`config.mk`:
```
export PLATFORM = sky130hd
export DESIGN_NAME = dp_iso_lane_scrambler
export DESIGN_NICKNAME = d
export VERILOG_FILES = /design/src/rtl/dp_iso_lane_scrambler.sv
export SDC_FILE = /design/constraint.sdc
export NUM_CORES = 1
export LEC_CHECK = 0
export BUFFER_PORTS_ARGS = -buffer_cell sky130_fd_sc_hd__buf_2
export CAP_MARGIN = 20
export CORE_MARGIN = 2
export CORE_UTILIZATION = 48
export DETAILED_ROUTE_END_ITERATION = 10
export HOLD_SLACK_MARGIN = 0.06
export PLACE_DENSITY = 0.74
export SYNTH_ARGS = -nofsm -noshare
export SYNTH_HDL_FRONTEND = slang
export SYNTH_SLANG_ARGS = --single-unit
```
`constraint.sdc`:
```
create_clock -name clk -period 1.9 [get_ports clk]
set_clock_uncertainty 0.15 [all_clocks]
set_input_delay 0.19 -clock clk [delete_from_list [all_inputs] [get_ports clk]]
set_output_delay 0.19 -clock clk [all_outputs]
set_load 0.01 [all_outputs]
```
`src/rtl/dp_iso_lane_scrambler.sv`:
```
// Four-lane DisplayPort main-link scrambler: per-lane 16-bit Galois LFSR keys data symbols,
// control symbols pass through, SR reseeds its own lane; one registered pipeline stage.
module dp_iso_lane_scrambler #(
  parameter int                        AUX_DATA_WIDTH = 8,
  parameter logic [AUX_DATA_WIDTH-1:0] SR_CODE        = 8'h1C,
  parameter logic [15:0]               LFSR_SEED      = 16'hFFFF
) (
  input  logic                      clk,
  input  logic                      rst_n,
  input  logic                      scramble_en,
  input  logic [2:0]                lane_count,
  input  logic                      sym_valid,
  input  logic [AUX_DATA_WIDTH-1:0] iso_symbols_lane0,
  input  logic [AUX_DATA_WIDTH-1:0] iso_symbols_lane1,
  input  logic [AUX_DATA_WIDTH-1:0] iso_symbols_lane2,
  input  logic [AUX_DATA_WIDTH-1:0] iso_symbols_lane3,
  input  logic                      control_sym_flag_lane0,
  input  logic                      control_sym_flag_lane1,
  input  logic                      control_sym_flag_lane2,
  input  logic                      control_sym_flag_lane3,
  output logic                      scr_valid,
  output logic [AUX_DATA_WIDTH-1:0] scr_symbols_lane0,
  output logic [AUX_DATA_WIDTH-1:0] scr_symbols_lane1,
  output logic [AUX_DATA_WIDTH-1:0] scr_symbols_lane2,
  output logic [AUX_DATA_WIDTH-1:0] scr_symbols_lane3,
  output logic                      scr_control_sym_flag_lane0,
  output logic                      scr_control_sym_flag_lane1,
  output logic                      scr_control_sym_flag_lane2,
  output logic                      scr_control_sym_flag_lane3
);

  // Eight LSB-first Galois steps of x^16+x^5+x^4+x^3+1; returns {key_byte, next_state}.
  function automatic logic [23:0] lfsr_adv8(input logic [15:0] state);
    logic [15:0] s;
    logic [7:0]  k;
    s = state;
    k = 8'h00;
    for (int i = 0; i < 8; i++) begin
      k[i] = s[15];
      s    = {s[14:0], s[15]} ^ (s[15] ? 16'h0038 : 16'h0000);
    end
    return {k, s};
  endfunction

  logic [AUX_DATA_WIDTH-1:0] w_in       [4];
  logic                      w_flag_in  [4];
  logic [3:0]                w_active;
  logic [15:0]               r_lfsr     [4];
  logic [15:0]               w_lfsr_nxt [4];
  logic [AUX_DATA_WIDTH-1:0] r_sym      [4];
  logic [AUX_DATA_WIDTH-1:0] w_sym_nxt  [4];
  logic                      r_flag     [4];
  logic                      w_flag_nxt [4];
  logic                      r_valid;

  // Lane gathering and active-lane mask; unsupported counts fall back to four lanes.
  always_comb begin
    w_in[0]      = iso_symbols_lane0;
    w_in[1]      = iso_symbols_lane1;
    w_in[2]      = iso_symbols_lane2;
    w_in[3]      = iso_symbols_lane3;
    w_flag_in[0] = control_sym_flag_lane0;
    w_flag_in[1] = control_sym_flag_lane1;
    w_flag_in[2] = control_sym_flag_lane2;
    w_flag_in[3] = control_sym_flag_lane3;
    case (lane_count)
      3'd1:    w_active = 4'b0001;
      3'd2:    w_active = 4'b0011;
      default: w_active = 4'b1111;
    endcase
  end

  // Per-lane next-state: inactive and bypassed lanes sit at the seed, SR reseeds.
  always_comb begin
    for (int n = 0; n < 4; n++) begin
      logic [23:0] w_adv;
      w_adv         = lfsr_adv8(r_lfsr[n]);
      w_lfsr_nxt[n] = r_lfsr[n];
      w_sym_nxt[n]  = r_sym[n];
      w_flag_nxt[n] = r_flag[n];
      if (sym_valid) begin
        if (!w_active[n]) begin
          w_lfsr_nxt[n] = LFSR_SEED;
          w_sym_nxt[n]  = '0;
          w_flag_nxt[n] = 1'b0;
        end else if (!scramble_en) begin
          w_lfsr_nxt[n] = LFSR_SEED;
          w_sym_nxt[n]  = w_in[n];
          w_flag_nxt[n] = w_flag_in[n];
        end else if (w_flag_in[n] && (w_in[n] == SR_CODE)) begin
          w_lfsr_nxt[n] = LFSR_SEED;
          w_sym_nxt[n]  = w_in[n];
          w_flag_nxt[n] = 1'b1;
        end else if (w_flag_in[n]) begin
          w_lfsr_nxt[n] = w_adv[15:0];
          w_sym_nxt[n]  = w_in[n];
          w_flag_nxt[n] = 1'b1;
        end else begin
          w_lfsr_nxt[n] = w_adv[15:0];
          w_sym_nxt[n]  = w_in[n] ^ AUX_DATA_WIDTH'(w_adv[23:16]);
          w_flag_nxt[n] = 1'b0;
        end
      end else begin
        w_lfsr_nxt[n] = r_lfsr[n];
      end
    end
  end

  // Pipeline and LFSR state registers.
  always_ff @(posedge clk or negedge rst_n) begin
    if (!rst_n) begin
      r_valid <= 1'b0;
      for (int n = 0; n < 4; n++) begin
        r_lfsr[n] <= LFSR_SEED;
        r_sym[n]  <= '0;
        r_flag[n] <= 1'b0;
      end
    end else begin
      r_valid <= sym_valid;
      for (int n = 0; n < 4; n++) begin
        r_lfsr[n] <= w_lfsr_nxt[n];
        r_sym[n]  <= w_sym_nxt[n];
        r_flag[n] <= w_flag_nxt[n];
      end
    end
  end

  assign scr_valid                  = r_valid;
  assign scr_symbols_lane0          = r_sym[0];
  assign scr_symbols_lane1          = r_sym[1];
  assign scr_symbols_lane2          = r_sym[2];
  assign scr_symbols_lane3          = r_sym[3];
  assign scr_control_sym_flag_lane0 = r_flag[0];
  assign scr_control_sym_flag_lane1 = r_flag[1];
  assign scr_control_sym_flag_lane2 = r_flag[2];
  assign scr_control_sym_flag_lane3 = r_flag[3];

endmodule
```
---- Word level (Yosys, flattened, before mapping) ----
Index checks and enable logic that the tools add are counted.
storage, ports and cells
  flip-flop bits (word level) ............. 101
  input port bits ......................... 43
  word-level logic and storage cells ...... 136
cells by class
  eq/ne operators ......................... 6
  mux-type cells .......................... 77
  bitwise logic cells ..................... 36
  reductions and logical operators ........ 4
operators with widths
  operator            count
  $xor 16x6->16       32
  $mux 16             12
  $mux 6              32
  $mux 8              16
  $eq 8x5->1 const B  4
  $xor 8x8->8         4
  $mux 1              16
  $pmux 4 s2          1
  $logic_and 1x1->1   4
  $eq 3x1->1 const B  1
  $eq 3x2->1 const B  1

---- Logic depth before layout (Yosys ltp) ----
Gate-level depths: netlist of the first run.
  word-level depth ........................ 19
  mapped depth ............................ 6
  mapped depth without buffers ............ 3

---- Least setup slack after synthesis of the first run ----
No wires, ideal clock.
  kind .................................... register to register
  from .................................... register r_lfsr[61] (netlist name)
  to ...................................... register r_lfsr[58] (netlist name)
  library setup time ...................... 0.083 ns
  data arrival time ....................... 1.251 ns
  path slack .............................. 0.415 ns
  stages on the path, launching flop included .. 5
  period minus slack after synthesis ...... 1.485 ns
  cells stage by stage .................... dfstp_2 -> clkbuf_1 -> xnor2_1 -> xnor2_1 -> o32a_1
on the way
  word-level cells in the longest chain between the ends .. 12
ends and longest elaborated chain
  what                             RTL line  RTL
  start, declared                  48        logic [15:0] r_lfsr [4];
  start signal, assigned by index  121       r_lfsr[n] <= w_lfsr_nxt[n];
  $xor 16x6->16 (2 in a row)       40        s = {s[14:0], s[15]} ^ (s[15] ? 16'h0038 : 16'h0000);
  $mux 6                           40
  $xor 16x6->16 (6 in a row)       40
  $mux 16                          90        end else if (w_flag_in[n] && (w_in[n] == SR_CODE)) begin
  $mux 16                          86        end else if (!scramble_en) begin
  $mux 16                          82        if (!w_active[n]) begin
Every way passes these cells.
A chain may end at the register's enable or synchronous reset.

---- Worst setup path after layout of the first run ----
  from .................................... input port iso_symbols_lane0[7]
  to ...................................... register r_lfsr[48] (netlist name)
on the way
  word-level cells in the longest chain between the ends .. 5
ends and longest elaborated chain
  what               RTL line  RTL
  start, declared    13        input logic [AUX_DATA_WIDTH-1:0] iso_symbols_lane0,
  $eq 8x5->1         90
  $logic_and 1x1->1  90
  $mux 16            90
  $mux 16            86
  $mux 16            82
Every way passes these cells.

==> results of run 1 <==
[area by class of cell]
type                            count  area, um^2  area share
Inverter                           32       120.1     0.01838
Tap cell                          140       175.2     0.02680
Clock inverter                      5       82.58     0.01263
Timing Repair Buffer              124       853.3      0.1306
Multi-Input combinational cell    330        2445      0.3740
Sequential cell                   101        2608      0.3989
Clock buffer                       11       252.7     0.03867
[logic make-up after synthesis]
family                 share of synthesized area
AO/OA/AOI/OAI                             0.1380
buffers and inverters                    0.07232
AND/OR/NAND/NOR                           0.1177
flip-flops                                0.4800
XOR/XNOR                                  0.1900
multiplexers                            0.002073
[cell usage in the layout, fill, tap and decap left out, drive strengths merged, types with 32 or more instances in the layout]
cell and count:
a31oi 37, inv 32, xnor2 78, dlygate4sd3 36, nand3b 32, xor2 39
buf 88, dfrtp 37, dfstp 64, nor2 54
[per-layer routing]
layer	share of wire	wire, um	GRT usage	vias up
met5	0	0	0	-
met1	0.45	5527	0.2749	2014
met2	0.49	5956	0.3545	100
met4	0.010	125	0.06964	0
met3	0.044	539	0.02704	12
li1	-	-	-	1928
[state kept, by name, summed over array words and instances (netlist names)]
signal / flops
r_lfsr: 64
scr_control_sym_flag_lane0: 1
scr_control_sym_flag_lane1: 1
scr_control_sym_flag_lane2: 1
scr_control_sym_flag_lane3: 1
scr_symbols_lane0: 8
scr_symbols_lane1: 8
scr_symbols_lane2: 8
scr_symbols_lane3: 8
scr_valid: 1
[worst register-to-register path, delay by kind of cell (launching register included)]
| family | cells | cell delay (ns) |
|---|---|---|
| compound gates | 1 | 0.28 |
| xor+xnor | 2 | 0.38 |
| flops | 1 | 0.60 |
[path summary, 6_finish.rpt]
kind	cells after the start	slack (ns)	from	to
worst min register to register	2	0.35	r_lfsr[54]	r_lfsr[54]
min in group asynchronous	2	0.15	rst_n	scr_symbols_lane3[1]
worst max register to register	3	0.42	r_lfsr[63]	r_lfsr[58]
worst max-delay path	5	0.05	iso_symbols_lane0[7]	r_lfsr[48]
max in group asynchronous	3	0.78	rst_n	r_lfsr[16]
worst min-delay path	4	0.12	iso_symbols_lane0[6]	scr_symbols_lane0[6]
[where the power goes]
part,switching (mW),internal [mW]
Clock,0.812,1.23
Combinational,1.01,1.22
Sequential,0.568,2.91
Total,2.39,5.36
[what timing repair did]
item | in CTS | in global routing
hold endpoints to repair | 79 | 0
hold buffers | 36 | 0
gates resized for setup | 0 | 2
buffers inserted | 0 | 1
setup endpoints to repair | 0 | 4
==> metrics.yaml, run 1 <==
status:
  status: "finished, final reports clean"
placement:
  dp_slack_ns: 0.2350
  dp_hpwl_um: 7950
  numPortBuffers: 79
  place.gp.congestion: 0.7956
  placed_area_um2: 5821
  placed_cells: 690
logic_synthesis:
  ys_seq_elements: 101
  synth_common_cells: "xnor2_1, dfstp_2, nor2_1"
  yosys.area.top_type_share: 0.3095
  synth_top_cells_by_area: "dfstp_2, dfrtp_1, xnor2_1"
  synth_seq_area_share: 0.4800
  synthesis.instances: 516
  synth_nets: 559
  async_reset_ff_frac: 1.000
  synth_area_leader_cell: "dfstp_2"
  synth_top_flop_cell: "dfstp_2"
  synth_most_common_cell: "xnor2_1"
  synth_edf_count: 0
  synth_cell_types: 39
  syn_area_per_cell_um2: 10.53
  yosys_warnings: 0
  synth_area_um2: 5433
worst_setup_path:
  cp_slowest_cell: "dlygate4sd3_1"
  critPathMaxStageDelay_ns: 0.53
  critical_path_buf_inv_count: 2
  path_delay_family: "simple AND/OR/NAND/NOR gates"
  worstPathRequired_ns: 2.04
  endpoint_kind: "flip-flop"
  criticalPathCategory: "in2reg"
  cp.arrival_ns: 1.99
  critPathLaunchType: "input port"
  crit_chain: "dlygate4sd3_1 > buf_2 > nor4bb_2 > and4_2 > o32a_1"
  crit_fanout: 7
timing:
  worst_slew_pin_slew_ns: 0.7673
  rsz0062_at_grt: "false"
  finalHoldViolations: 0
  drv_slew: 0
  worst_slack_ns: 0.04673
  period_minus_slack_ns: 1.853
  tns_ns: 0
  setup_violations: 0
  clock.fmax_mhz: 539.6
  finalCritPeriodShare: 0.9754
  slew_headroom: 0.4884
  timing.hold.ws_ns: 0.1238
detailed_routing:
  initialDrtViolationCount: 257
  wl_per_cell_um: 16.35
  drc_errors: 0
  dr_total_vias: 4054
  wl_um: 12150
  drt-pass1-iter-count: 5
  viasPerCell: 5.456
  ant_nets: 0
floorplanning:
  coreArea_um2: 10940
  die_area_um2: 12180
  row_count: 38
  ios: 80
  die_h_um: 110.4
  start_util: 0.4968
  dieWidth_um: 110.4
flow_run:
  max-cap-violations: 0
clock_tree:
  clock_latency_ns: 0.35
  path_clk_slew_ns: 0.07
  cts_made_buffers: 9
  cts_tree: "done"
  htree_levels: 3
  cts_max_path_buffers: 2
  cts_num_sinks: 101
  cts-root-buf: "clkbuf_16"
cells_and_area:
  fin_nets: 641
  num_antenna_cells: 0
  postLayoutCellArea_um2: 6536
  final_cell_count_no_fill: 743
  drive_gt1_frac: 0.3018
  fillers: 913
  fin_util: 0.5977
  syn_to_final_growth_pct: 20.31
power:
  leakage_nw: 2.653
  peakVddDrop_v: 0.0005300
  powerDensity_nw_per_um2: 1186
  p_total_mw: 7.751
global_routing:
  grt_pass1_wl_um: 19650
  grt_pass1_vias: 3976
  grt_usage: 0.2082
  antenna_found_initial: 0
  gr-total-overflow: 0
  grt_max_degree: 91
worst_hold_path:
  min_path_type: "in2reg"
No activity file was read; power rests on OpenSTA's default activity.
==> inputs of run 2 (changes only) <==
Settings changed: PLACE_DENSITY 0.74 to 0.69, REMOVE_ABC_BUFFERS set to 1.
==> metrics.yaml, run 2 (synthesis results as in run 1) <==
status:
  status: "finished, final reports clean"
timing:
  setup_violations: 0  # unchanged
  tns_ns: 0  # unchanged
  clock.fmax_mhz: 568.0  # +5.3%
  worst_slack_ns: 0.1395  # +0.09281 ns
  rsz0062_at_grt: "false"
  slew_headroom: 0.4112  # -0.07718
  finalHoldViolations: 0  # unchanged
  worst_slew_pin_slew_ns: 0.8831  # +0.1158 ns
  finalCritPeriodShare: 0.9266  # -0.04885
  period_minus_slack_ns: 1.760  # -0.09281 ns
  drv_slew: 0  # unchanged
clock_tree:
  cts_tree: "done"
  cts_num_sinks: 101  # unchanged
  htree_levels: 3  # unchanged
  cts_max_path_buffers: 2  # unchanged
  clock_latency_ns: 0.35  # about the same
  cts_setup_buffers: 0  # unchanged
  cts_made_buffers: 9  # unchanged
  cts-root-buf: "clkbuf_16"
  path_clk_slew_ns: 0.07  # about the same
worst_hold_path:
  hp-start: "iso_symbols_lane0[6]"
  min_path_type: "in2reg"
cells_and_area:
  fin_nets: 646  # +0.78%
  largest_reg_flops: 64  # unchanged
  regMostFlops: "r_lfsr"
  final_cell_count_no_fill: 748  # +0.67%
  num_antenna_cells: 0  # unchanged
  drive_gt1_frac: 0.3076  # +0.005742
  syn_to_final_growth_pct: 19.88
  fin_util: 0.5955  # -0.002174
  final_cell_mix: "xnor2_1, buf_2, dfstp_2, nor2_1, xor2_1"
worst_setup_path:
  critPathLaunchType: "input port"
  cp.arrival_ns: 1.87  # -0.12 ns
  crit_fanout: 9  # +2
  worstPathRequired_ns: 2.01  # -0.03 ns
  path_delay_family: "buffers and inverters"
  cp-startpoint: "iso_symbols_lane0[5]"
  crit_chain: "dlygate4sd3_1 > buf_2 > nor4bb_2 > a41oi_2 > a31oi_1"
  critical_path_buf_inv_count: 2  # unchanged
  critPathMaxStageDelay_ns: 0.54  # about the same
  reg2reg_from: "r_lfsr[62]"
  cp_slowest_cell: "dlygate4sd3_1"
  endpoint_kind: "flip-flop"
  criticalPathCategory: "in2reg"
detailed_routing:
  wl_per_cell_um: 16.61  # +1.6%
  ant_nets: 0  # unchanged
  viasPerCell: 5.404  # -0.96%
  dr_total_vias: 4042  # -0.30%
  drc_errors: 0  # unchanged
  initialDrtViolationCount: 215  # -16%
  wl_um: 12420  # +2.3%
  drt-pass1-iter-count: 4  # -1
placement:
  dp_hpwl_um: 8346  # +5.0%
  numPortBuffers: 79  # unchanged
  dp_slack_ns: 0.1768  # -0.05819 ns
  placed_cells: 696  # +0.87%
  place.gp.congestion: 0.8066  # +1.4%
power:
  peakVddDrop_v: 0.0005288  # -0.23%
  powerDensity_nw_per_um2: 1157  # -2.4%
  leakage_nw: 2.646  # -0.26%
  p_total_mw: 7.537  # -2.8%
floorplanning:
  coreArea_um2: 10940  # unchanged
  die_h_um: 110.4  # unchanged
  row_count: 38  # unchanged
  start_util: 0.4968  # unchanged
  dieWidth_um: 110.4  # unchanged
  die_area_um2: 12180  # unchanged
  ios: 80  # unchanged
global_routing:
  grt_max_degree: 49  # -46%
  gr-total-overflow: 0  # unchanged
  grt_pass1_wl_um: 20200  # +2.8%
  antenna_found_initial: 0  # unchanged
  grt_pass1_vias: 4023  # +1.2%
  grt_usage: 0.2157  # +0.007459
flow_run:
  max-cap-violations: 0  # unchanged
[run 2: cell count changes in the layout (fill, tap and decap cells not counted), sizes merged]
cell / before / now
clkinv: 3 / 1
inv: 32 / 34
bufinv: 2 / 0
clkinvlp: 0 / 2
buf: 88 / 93
[run 2: final cells by class]
type                       count  area [um^2]
inverter                      32        120.1
tap                          140        175.2
clock buffer                  11        252.7
sequential                   101         2608
clock inverter                 5        41.29
timing repair buffer         129        878.3
multi-input combinational    330         2437
fill                         914         4423
[run 2: routing by layer]
| layer | GRT usage | routed length (um) |
|---|---|---|
| met1 | 0.2937 | 5744 |
| met2 | 0.3506 | 5911 |
| met3 | 0.04350 | 618 |
| met4 | 0.06161 | 148 |
| met5 | 0 | 0 |
[run 2: power by group]
| group | internal (mW) | switching (mW) |
|---|---|---|
| Sequential | 2.91 | 0.552 |
| Combinational | 1.22 | 1.03 |
| Clock | 0.973 | 0.844 |
[run 2: final timing paths]
path | depth (start not counted) | end | slack, ns
worst max-delay path | 5 | r_lfsr[53] | 0.14
worst min-delay path | 4 | scr_symbols_lane0[6] | 0.09
worst max register to register | 3 | r_lfsr[58] | 0.32
worst min register to register | 2 | r_lfsr[55] | 0.35
max in group asynchronous | 3 | r_lfsr[34] | 0.68
min in group asynchronous | 2 | scr_control_sym_flag_lane0 | 0.21
[run 2: timing repair]
item / CTS / global route
resized for setup: 0 / 1
endpoints found under the hold margin: 47 / 0
endpoints found under the setup margin: 0 / 1
hold buffers: 36 / 0
[run 2: worst register-to-register path: cells and delay by family (launching register included)]
kind            cells  cell delay [ns]
xor+xnor            2             0.45
flops               1             0.61
compound gates      1             0.29
[run 2: stage by stage]
step,hold WS (ns),cell area [um^2]
5_1_grt,0.08901,6513
2_1_floorplan,-0.2556,5160
3_3_place_gp,0.06884,5853
3_5_place_dp,0.07325,5853
6_report,0.09366,6513
4_1_cts,0.07965,6507
